--- src/rtl/i2c_apb_mst_pkg.sv ---
// Shared types and constants for the byte-stream to APB bridge.
// States, command codes, status bit layout and response lengths.
package i2c_apb_mst_pkg;

    typedef enum logic [2:0] {
        ST_IDLE   = 3'd0,
        ST_ADDR   = 3'd1,
        ST_WDATA  = 3'd2,
        ST_SETUP  = 3'd3,
        ST_ACCESS = 3'd4,
        ST_RESP   = 3'd5
    } state_t;

    localparam logic [7:0] CMD_RD = 8'h00;
    localparam logic [7:0] CMD_WR = 8'h01;

    localparam int STAT_ERR_BIT = 0;
    localparam int STAT_TMO_BIT = 1;

    localparam logic [2:0] RESP_LEN_WR = 3'd1;
    localparam logic [2:0] RESP_LEN_RD = 3'd5;

    function automatic logic [7:0] status_byte(input logic tmo, input logic err);
        logic [7:0] s;
        s               = '0;
        s[STAT_TMO_BIT] = tmo;
        s[STAT_ERR_BIT] = err;
        return s;
    endfunction

endpackage

--- src/rtl/i2c_apb_mst.sv ---
// Byte-framed request stream in, APB completer access out, status/rdata bytes back.
// One APB transfer at a time; a hung completer is abandoned after TIMEOUT_CYC waits.
module i2c_apb_mst
    import i2c_apb_mst_pkg::*;
#(
    parameter int          TIMEOUT_CYC = 256,
    parameter logic [15:0] ADDR_HI     = 16'h0000
) (
    input  logic        clk,
    input  logic        rst,
    input  logic        in_valid,
    input  logic [7:0]  in_data,
    input  logic        in_start,
    output logic        in_ready,
    output logic        out_valid,
    output logic [7:0]  out_data,
    input  logic        out_ready,
    output logic        apb_sel,
    output logic        apb_en,
    output logic        apb_write,
    output logic [31:0] apb_addr,
    output logic [31:0] apb_wdata,
    input  logic        apb_ready,
    input  logic [31:0] apb_rdata,
    input  logic        apb_slverr,
    output state_t      dbg_state
);

    localparam int            TW       = $clog2(TIMEOUT_CYC + 1);
    localparam logic [TW-1:0] TMO_LAST = TW'(TIMEOUT_CYC - 1);

    state_t        r_state;
    logic [2:0]    r_cnt;
    logic [TW-1:0] r_tmo;
    logic          r_write;
    logic [15:0]   r_addr;
    logic [31:0]   r_wdata;
    logic [31:0]   r_rdata;
    logic          r_slverr;
    logic          r_timeout;
    logic          r_sel;
    logic          r_en;
    logic          r_in_ready;
    logic          r_out_valid;
    logic [7:0]    r_out_data;

    logic w_in_acc;
    logic w_out_acc;
    logic w_cmd_ok;
    logic w_resp_last;

    // Both streams transfer a byte on a cycle where valid & ready are high;
    // valid, once raised, holds with stable data until that cycle.
    assign w_in_acc    = in_valid & r_in_ready;
    assign w_out_acc   = r_out_valid & out_ready;
    assign w_cmd_ok    = (in_data == CMD_RD) || (in_data == CMD_WR);
    assign w_resp_last = (r_cnt == ((r_write ? RESP_LEN_WR : RESP_LEN_RD) - 3'd1));

    always_ff @(posedge clk) begin
        if (rst) begin
            r_state     <= ST_IDLE;
            r_cnt       <= '0;
            r_tmo       <= '0;
            r_write     <= 1'b0;
            r_addr      <= '0;
            r_wdata     <= '0;
            r_rdata     <= '0;
            r_slverr    <= 1'b0;
            r_timeout   <= 1'b0;
            r_sel       <= 1'b0;
            r_en        <= 1'b0;
            r_in_ready  <= 1'b1;
            r_out_valid <= 1'b0;
            r_out_data  <= '0;
        end else begin
            case (r_state)
                ST_IDLE, ST_ADDR, ST_WDATA: begin
                    if (w_in_acc) begin
                        // A start byte always restarts framing, even mid-frame.
                        if (in_start) begin
                            r_cnt <= '0;
                            if (w_cmd_ok) begin
                                r_write <= (in_data == CMD_WR);
                                r_state <= ST_ADDR;
                            end else begin
                                r_state <= ST_IDLE;
                            end
                        end else if (r_state == ST_ADDR) begin
                            if (r_cnt == 3'd0) begin
                                r_addr[15:8] <= in_data;
                                r_cnt        <= 3'd1;
                            end else begin
                                r_addr[7:0] <= in_data;
                                r_cnt       <= '0;
                                if (r_write) begin
                                    r_state <= ST_WDATA;
                                end else begin
                                    r_state    <= ST_SETUP;
                                    r_sel      <= 1'b1;
                                    r_in_ready <= 1'b0;
                                end
                            end
                        end else if (r_state == ST_WDATA) begin
                            r_wdata <= {r_wdata[23:0], in_data};
                            r_cnt   <= r_cnt + 3'd1;
                            if (r_cnt == 3'd3) begin
                                r_cnt      <= '0;
                                r_state    <= ST_SETUP;
                                r_sel      <= 1'b1;
                                r_in_ready <= 1'b0;
                            end
                        end
                    end
                end
                ST_SETUP: begin
                    r_en    <= 1'b1;
                    r_tmo   <= '0;
                    r_state <= ST_ACCESS;
                end
                ST_ACCESS: begin
                    // A ready on the final allowed cycle completes normally.
                    if (apb_ready) begin
                        r_rdata     <= r_write ? 32'h0 : apb_rdata;
                        r_slverr    <= apb_slverr;
                        r_timeout   <= 1'b0;
                        r_out_data  <= status_byte(1'b0, apb_slverr);
                        r_sel       <= 1'b0;
                        r_en        <= 1'b0;
                        r_out_valid <= 1'b1;
                        r_cnt       <= '0;
                        r_state     <= ST_RESP;
                    end else if (r_tmo == TMO_LAST) begin
                        r_rdata     <= 32'h0;
                        r_slverr    <= 1'b0;
                        r_timeout   <= 1'b1;
                        r_out_data  <= status_byte(1'b1, 1'b0);
                        r_sel       <= 1'b0;
                        r_en        <= 1'b0;
                        r_out_valid <= 1'b1;
                        r_cnt       <= '0;
                        r_state     <= ST_RESP;
                    end else begin
                        r_tmo <= r_tmo + 1'b1;
                    end
                end
                ST_RESP: begin
                    if (w_out_acc) begin
                        if (w_resp_last) begin
                            r_out_valid <= 1'b0;
                            r_in_ready  <= 1'b1;
                            r_cnt       <= '0;
                            r_state     <= ST_IDLE;
                        end else begin
                            // rdata is consumed MSB first by shifting the capture.
                            r_out_data <= r_rdata[31:24];
                            r_rdata    <= {r_rdata[23:0], 8'h00};
                            r_cnt      <= r_cnt + 3'd1;
                        end
                    end
                end
                default: begin
                    r_state    <= ST_IDLE;
                    r_sel      <= 1'b0;
                    r_en       <= 1'b0;
                    r_in_ready <= 1'b1;
                end
            endcase
        end
    end

    assign in_ready  = r_in_ready;
    assign out_valid = r_out_valid;
    assign out_data  = r_out_data;
    assign apb_sel   = r_sel;
    assign apb_en    = r_en;
    assign apb_write = r_write;
    assign apb_addr  = {ADDR_HI, r_addr};
    assign apb_wdata = r_wdata;
    assign dbg_state = r_state;

endmodule

--- config.mk ---
export PLATFORM = sky130hd
export DESIGN_NAME = i2c_apb_mst
export DESIGN_NICKNAME = d
export VERILOG_FILES = /design/src/rtl/i2c_apb_mst_pkg.sv /design/src/rtl/i2c_apb_mst.sv
export SDC_FILE = /design/constraint.sdc
export NUM_CORES = 1
export LEC_CHECK = 0
export ABC_AREA = 1
export CAP_MARGIN = 25
export CORE_UTILIZATION = 40
export DETAILED_ROUTE_END_ITERATION = 8
export GPL_TIMING_DRIVEN = 0
export PLACE_DENSITY_LB_ADDON = 0.25
export SLEW_MARGIN = 0
export SYNTH_ARGS = -nofsm -noshare
export SYNTH_HDL_FRONTEND = slang
export SYNTH_SLANG_ARGS = --single-unit
--- constraint.sdc ---
create_clock -name clk -period 3.12 [get_ports clk]
set_input_delay 0.624 -clock clk [delete_from_list [all_inputs] [get_ports clk]]
set_output_delay 0.624 -clock clk [all_outputs]
set_load 0.01 [all_outputs]
== Word-level counts from Yosys, hierarchy flattened ==
Cells that the tools add are included.

* Flip-flop bits (word level): 108
* Bits of input ports: 47
* Output and inout port bits: 80
* Word-level logic and storage cells: 136

* Add/sub/neg operators: 3
* Eq/ne operators: 24
* Multiplexer cells: 65
* Bitwise gates (word level): 8
* Reductions and logical operators: 23

{| class="wikitable"
|+ Operators by type and width
! operator !! count
|-
| 32-bit 2-to-1 mux || 5
|-
| 32-bit one-hot mux with 2 select lines || 1
|-
| 3-bit 2-to-1 mux || 20
|-
| 8-bit 2-to-1 mux || 4
|-
| 1-bit 2-to-1 mux || 25
|-
| 5-bit AND reduction || 4
|-
| 9-bit 2-to-1 mux || 2
|-
| 9-bit one-hot mux with 2 select lines || 1
|-
| 8-bit one-hot mux with 2 select lines || 1
|-
| 3-bit inequality test, second input constant || 5
|-
| 2-bit inequality test, second input constant || 7
|-
| 4-bit inequality test, second input constant || 3
|-
| 3-bit one-hot mux with 4 select lines || 1
|-
| 4-bit AND reduction || 3
|-
| 9-bit by 1-bit adder with 9-bit output, second input constant || 1
|-
| 3-bit by 2-bit == test with 1-bit output, second input constant || 3
|-
| 9-bit by 8-bit == test with 1-bit output, second input constant || 1
|-
| 1-bit one-hot mux with 3 select lines || 3
|-
| 3-bit one-hot mux with 3 select lines || 1
|-
| 9-bit AND reduction || 1
|-
| 8-bit by 1-bit == test with 1-bit output, second input constant || 1
|-
| 8-bit logical NOT || 1
|-
| 8-bit AND reduction || 1
|-
| 7-bit AND reduction || 1
|-
| other kinds (17) || 27
|}

== Longest topological paths before layout ==
* Depth after elaboration: 7
* Depth in mapped cells: 15
* Depth with buffers taken out: 14

== Worst setup path before layout ==
Ideal clock, no wire load.

* Kind: reg2reg
* Start: register r_tmo[1]
* End: register r_rdata[7]
* Arrival: 1980 ps
* Required time: 3053 ps
* Path slack: 1073 ps
* Cell stages (with the launch flop): 16
* Buffers on the path: 1
* Period minus slack after synthesis: 2047 ps
* Path through: dfxtp_1 > ha_1 > nand2_1 > nor3_1 > nand2_1 > nor2_1 > ha_1 > nor2_1 > inv_1 > nor2_8 > nor2_8 > nand2_4 > nor2_8 > buf_8 > nand2_2 > a21oi_2

* Word-level cells in the longest chain between the ends: 3

{| class="wikitable"
|+ RTL lines
! item !! line !! RTL
|-
| start, declared || i2c_apb_mst.sv:34 || <nowiki>logic [TW-1:0] r_tmo;</nowiki>
|-
| start signal, assigned || i2c_apb_mst.sv:143 || <nowiki>r_tmo <= r_tmo + 1'b1;</nowiki>
|-
| 9-bit by 8-bit == test with 1-bit output || i2c_apb_mst.sv:132 || <nowiki>end else if (r_tmo == TMO_LAST) begin</nowiki>
|-
| 3-bit inequality test (no source line) || n/a ||
|-
| 4-bit AND reduction (no source line) || n/a ||
|-
| end signal, assigned || i2c_apb_mst.sv:123 || <nowiki>r_rdata <= r_write ? 32'h0 : apb_rdata;</nowiki>
|-
| end signal, assigned || i2c_apb_mst.sv:156 || <nowiki>r_rdata <= {r_rdata[23:0], 8'h00};</nowiki>
|-
| end, declared || i2c_apb_mst.sv:38 || <nowiki>logic [31:0] r_rdata;</nowiki>
|}

No other way between the ends.
A chain may end at the register's enable or synchronous reset.

== Worst setup path after layout ==
* Start: register r_tmo[1]
* End: register r_rdata[29]

Same word-level chain as after synthesis.

==> results.py <==
metrics = {
    "routing": {
        "routedWlPerCell_microns": 12.94,
        "drtAntennaViolNets": 0,
        "drt_wl_total_microns": 13310,
        "drt_first_iter_violations": 257,
        "drt_first_pass_iters": 5,
        "topRoutingLayerUsed": "met4",
        "vias": 4882,
        "vias_per_cell": 4.744,
        "drc": 0,
        "wl_met1_microns": 6429,
        "dr_wl_met2_microns": 5836,
        "wl_met3_microns": 806,
    },
    "floorplan": {
        "core_region_area_sq_um": 12210,
        "die_h_microns": 114.8,
        "dieWidth_microns": 114.8,
        "std_cell_rows": 40,
        "ios": 127,
        "dieArea_sq_um": 13180,
        "start_util_pct": 41.67,
    },
    "logic_synthesis": {
        "yosysSeqAreaShare_pct": 42.49,
        "yosysMostFrequentCell": "nor2_1",
        "yosys-top-cells-area": "dfxtp_1 42%, nor2_1 12%, nand2_1 9.4%",
        "synth_ff_type": "dfxtp_1",
        "netlist_area_sq_um": 5089,
        "ys_seq_elements": 108,
        "yosysWarnings": 0,
        "synth_common_cells": "160 x nor2_1, 128 x nand2_1, 108 x dfxtp_1",
        "netlist.area_leader.share_pct": 42.49,
        "synth_async_sr_flop_share_pct": 0,
        "synthDistinctLibCells": 33,
        "synth_edf_count": 0,
        "syn_area_per_cell_sq_um": 7.068,
        "yosysTopAreaCell": "dfxtp_1",
        "syn_inst": 720,
    },
    "timing": {
        "setup-tns-final_ns": 0,
        "period_share_pct": 75.09,
        "relSlewSlack_pct": 57.58,
        "worst_slew_pin_slew_ns": 0.6363,
        "final.min_clock_period_ns": 2.343,
        "drv_slew": 0,
        "setup_viol": 0,
        "fin_ws_ns": 0.7773,
        "rsz0062_at_grt": "false",
        "skew_ns": 0.01325,
        "finalHoldViolCount": 0,
        "timing.fmax_mhz": 426.9,
    },
    "setup_path": {
        "path_cells": "ha_1 -> nand2_1 -> nor3_1 -> nand2_1 -> nor2_1 -> ha_1 -> nor2_1 -> inv_1 -> nor2_8 -> nor2_8 -> nand2_2 -> buf_2 -> o21ai_0 -> nor2_1",
        "cp_common_cell": "nor2_1",
        "cp.required_ns": 3.37,
        "crit_fanout": 10,
        "path_class": "reg2reg",
        "arrival_ns": 2.59,
        "cp_slowest_cell": "dfxtp_1",
        "cp-start-kind": "register",
        "cp-end-kind": "register",
        "critPathMaxStageDelay_ns": 0.35,
    },
    "clock_network": {
        "cts.repair.resized": 0,
        "h-tree-depth": 3,
        "cts_post_setup_buffers_inserted": 0,
        "cts_root_buf": "clkbuf_16",
        "cts.clk_slew.worst_paths_ns": 0.07,
        "clock_latency_ns": 0.36,
        "cts_made_buffers": 9,
        "cts_sinks": 108,
        "cts_tree": "built",
        "ctsHoldBuffers": 0,
        "cts.path.max_buffers": 2,
    },
    "placed_design": {
        "pre_cts_ws_ns": 0.5996,
        "hpwlAfterDp_microns": 9928,
        "routabilityCongestion": 0.9032,
        "numPortBuffers": 110,
    },
    "pwr": {
        "power_leakage_nw": 2.816,
        "combPwrFrac_pct": 32.8,
        "powerDensity_nw_per_um2": 662.4,
        "clock_power_share_pct": 27.1,
        "switching_power_w": 0.001581,
        "ir_worst_vdd_uv": 290.8,
        "swShare_pct": 35.24,
        "internal-power_w": 0.002906,
        "seq_power_share_pct": 40.0,
    },
    "global_route": {
        "gr-total-overflow": 0,
        "first_global_vias": 4388,
        "grt_max_degree": 20,
        "antenna_found_initial": 0,
        "grt_pass1_wl_microns": 21600,
        "grtUsageTotal_pct": 21.38,
    },
    "cells_and_area": {
        "synthToLayoutAreaGrowth_pct": 33.14,
        "final_nets": 909,
        "n_antenna_cell": 0,
        "drive_gt1_share_pct": 9.408,
    },
    "job": {
        "max-cap-violations": 0,
    },
    "outcome": {
        "status": "finished, final reports clean",
    },
    "worst_hold_path": {
        "hold_path.class": "reg2reg",
    },
}
==> metrics by stage <==
| stage | cell area, sq um | hold slack [ns] | power (W) | std cells | util, % |
|---|---|---|---|---|---|
| 5_1_grt | 6775 | 0.4583 | 0.004796 | 1029 | 55.48 |
| 3_3_place_gp | 6456 | 0.4326 | 0.003282 | 1013 | 52.87 |
| 6_report | 6775 | 0.4445 | 0.004488 | 1029 | 55.48 |
| 4_1_cts | 6775 | 0.4485 | 0.004513 | 1029 | 55.48 |
| 2_1_floorplan | 5145 | 0.4354 | 0.002788 | 735 | - |
| 3_5_place_dp | 6456 | 0.4367 | 0.003296 | 1013 | 52.87 |
==> cells by family (layout without fill, tap and decap cells) <==
logic type	Yosys count	after routing	synth area share, %
compound gates	130	130	13.25
flops	108	108	42.49
fa+ha+maj	6	6	1.475
buf+inv	99	225	10.33
simple gates	376	376	32.38
other cells	1	16	0.07369
==> final cells by class <==
cell class	count	area (sq um)
flip-flops and latches	108	2162
plain buffers	50	339.1
inverters	49	186.4
repair buffers	110	1101
multi-input cells	528	2457
clock inverters	6	80.08
clock buffers	10	239.0
fillers	1238	5436
well taps	168	210.2
==> state kept, by name, summed over array words and instances (netlist names), 3 cells and up <==
name and count:
apb_wdata 32, r_cnt 3, r_addr 16, r_tmo 9, out_data 8, dbg_state 3
r_rdata 32
==> layout by cell type (no fill, tap or decap), types with 3 or more instances in the layout <==
master / count
a21oi_1: 45
buf_2: 8
buf_4: 24
buf_6: 4
clkbuf_1: 12
clkbuf_16: 9
clkdlybuf4s50_1: 110
conb_1: 16
dfxtp_1: 108
ha_1: 6
inv_1: 40
inv_2: 7
nand2_1: 128
nand2_2: 4
nand3_1: 56
nand4_1: 13
nor2_1: 160
nor2_8: 4
nor3_1: 3
o21ai_0: 63
o21ai_1: 17
==> power groups by stage <==
stage	clock network, W	logic, W	registers [W]
2_1_floorplan	0	0.000954	0.00183
3_3_place_gp	0	0.00146	0.00182
3_5_place_dp	0	0.00147	0.00182
4_1_cts	0.00124	0.00148	0.00180
5_1_grt	0.00130	0.00167	0.00183
6_report	0.00122	0.00147	0.00180
==> worst paths after layout <==
check | start | end | slack [ns] | depth (start not counted)
worst max-delay path | r_tmo[1] | r_rdata[29] | 0.78 | 14
worst min-delay path | r_addr[6] | r_addr[6] | 0.44 | 2
worst max register to register | r_tmo[1] | r_rdata[29] | 0.78 | 14
worst min register to register | r_addr[6] | r_addr[6] | 0.44 | 2
==> critical path: cells and delay by family (launching register included) <==
kind | cells | cell delay (ns)
AO/OA/AOI/OAI | 1 | 0.20
adder cells (fa/ha/maj) | 2 | 0.42
buffers and inverters | 2 | 0.35
flip-flops | 1 | 0.35
AND/OR/NAND/NOR | 9 | 0.92
==> metal layers <==
| layer | global-route usage, % | vias to the layer above |
|---|---|---|
| li1 | - | 2580 |
| met1 | 28.57 | 2141 |
| met2 | 33.62 | 147 |
| met3 | 4.164 | 14 |
| met4 | 9.437 | 0 |
| met5 | 0 | - |
Power figures use the tool's default switching activity.
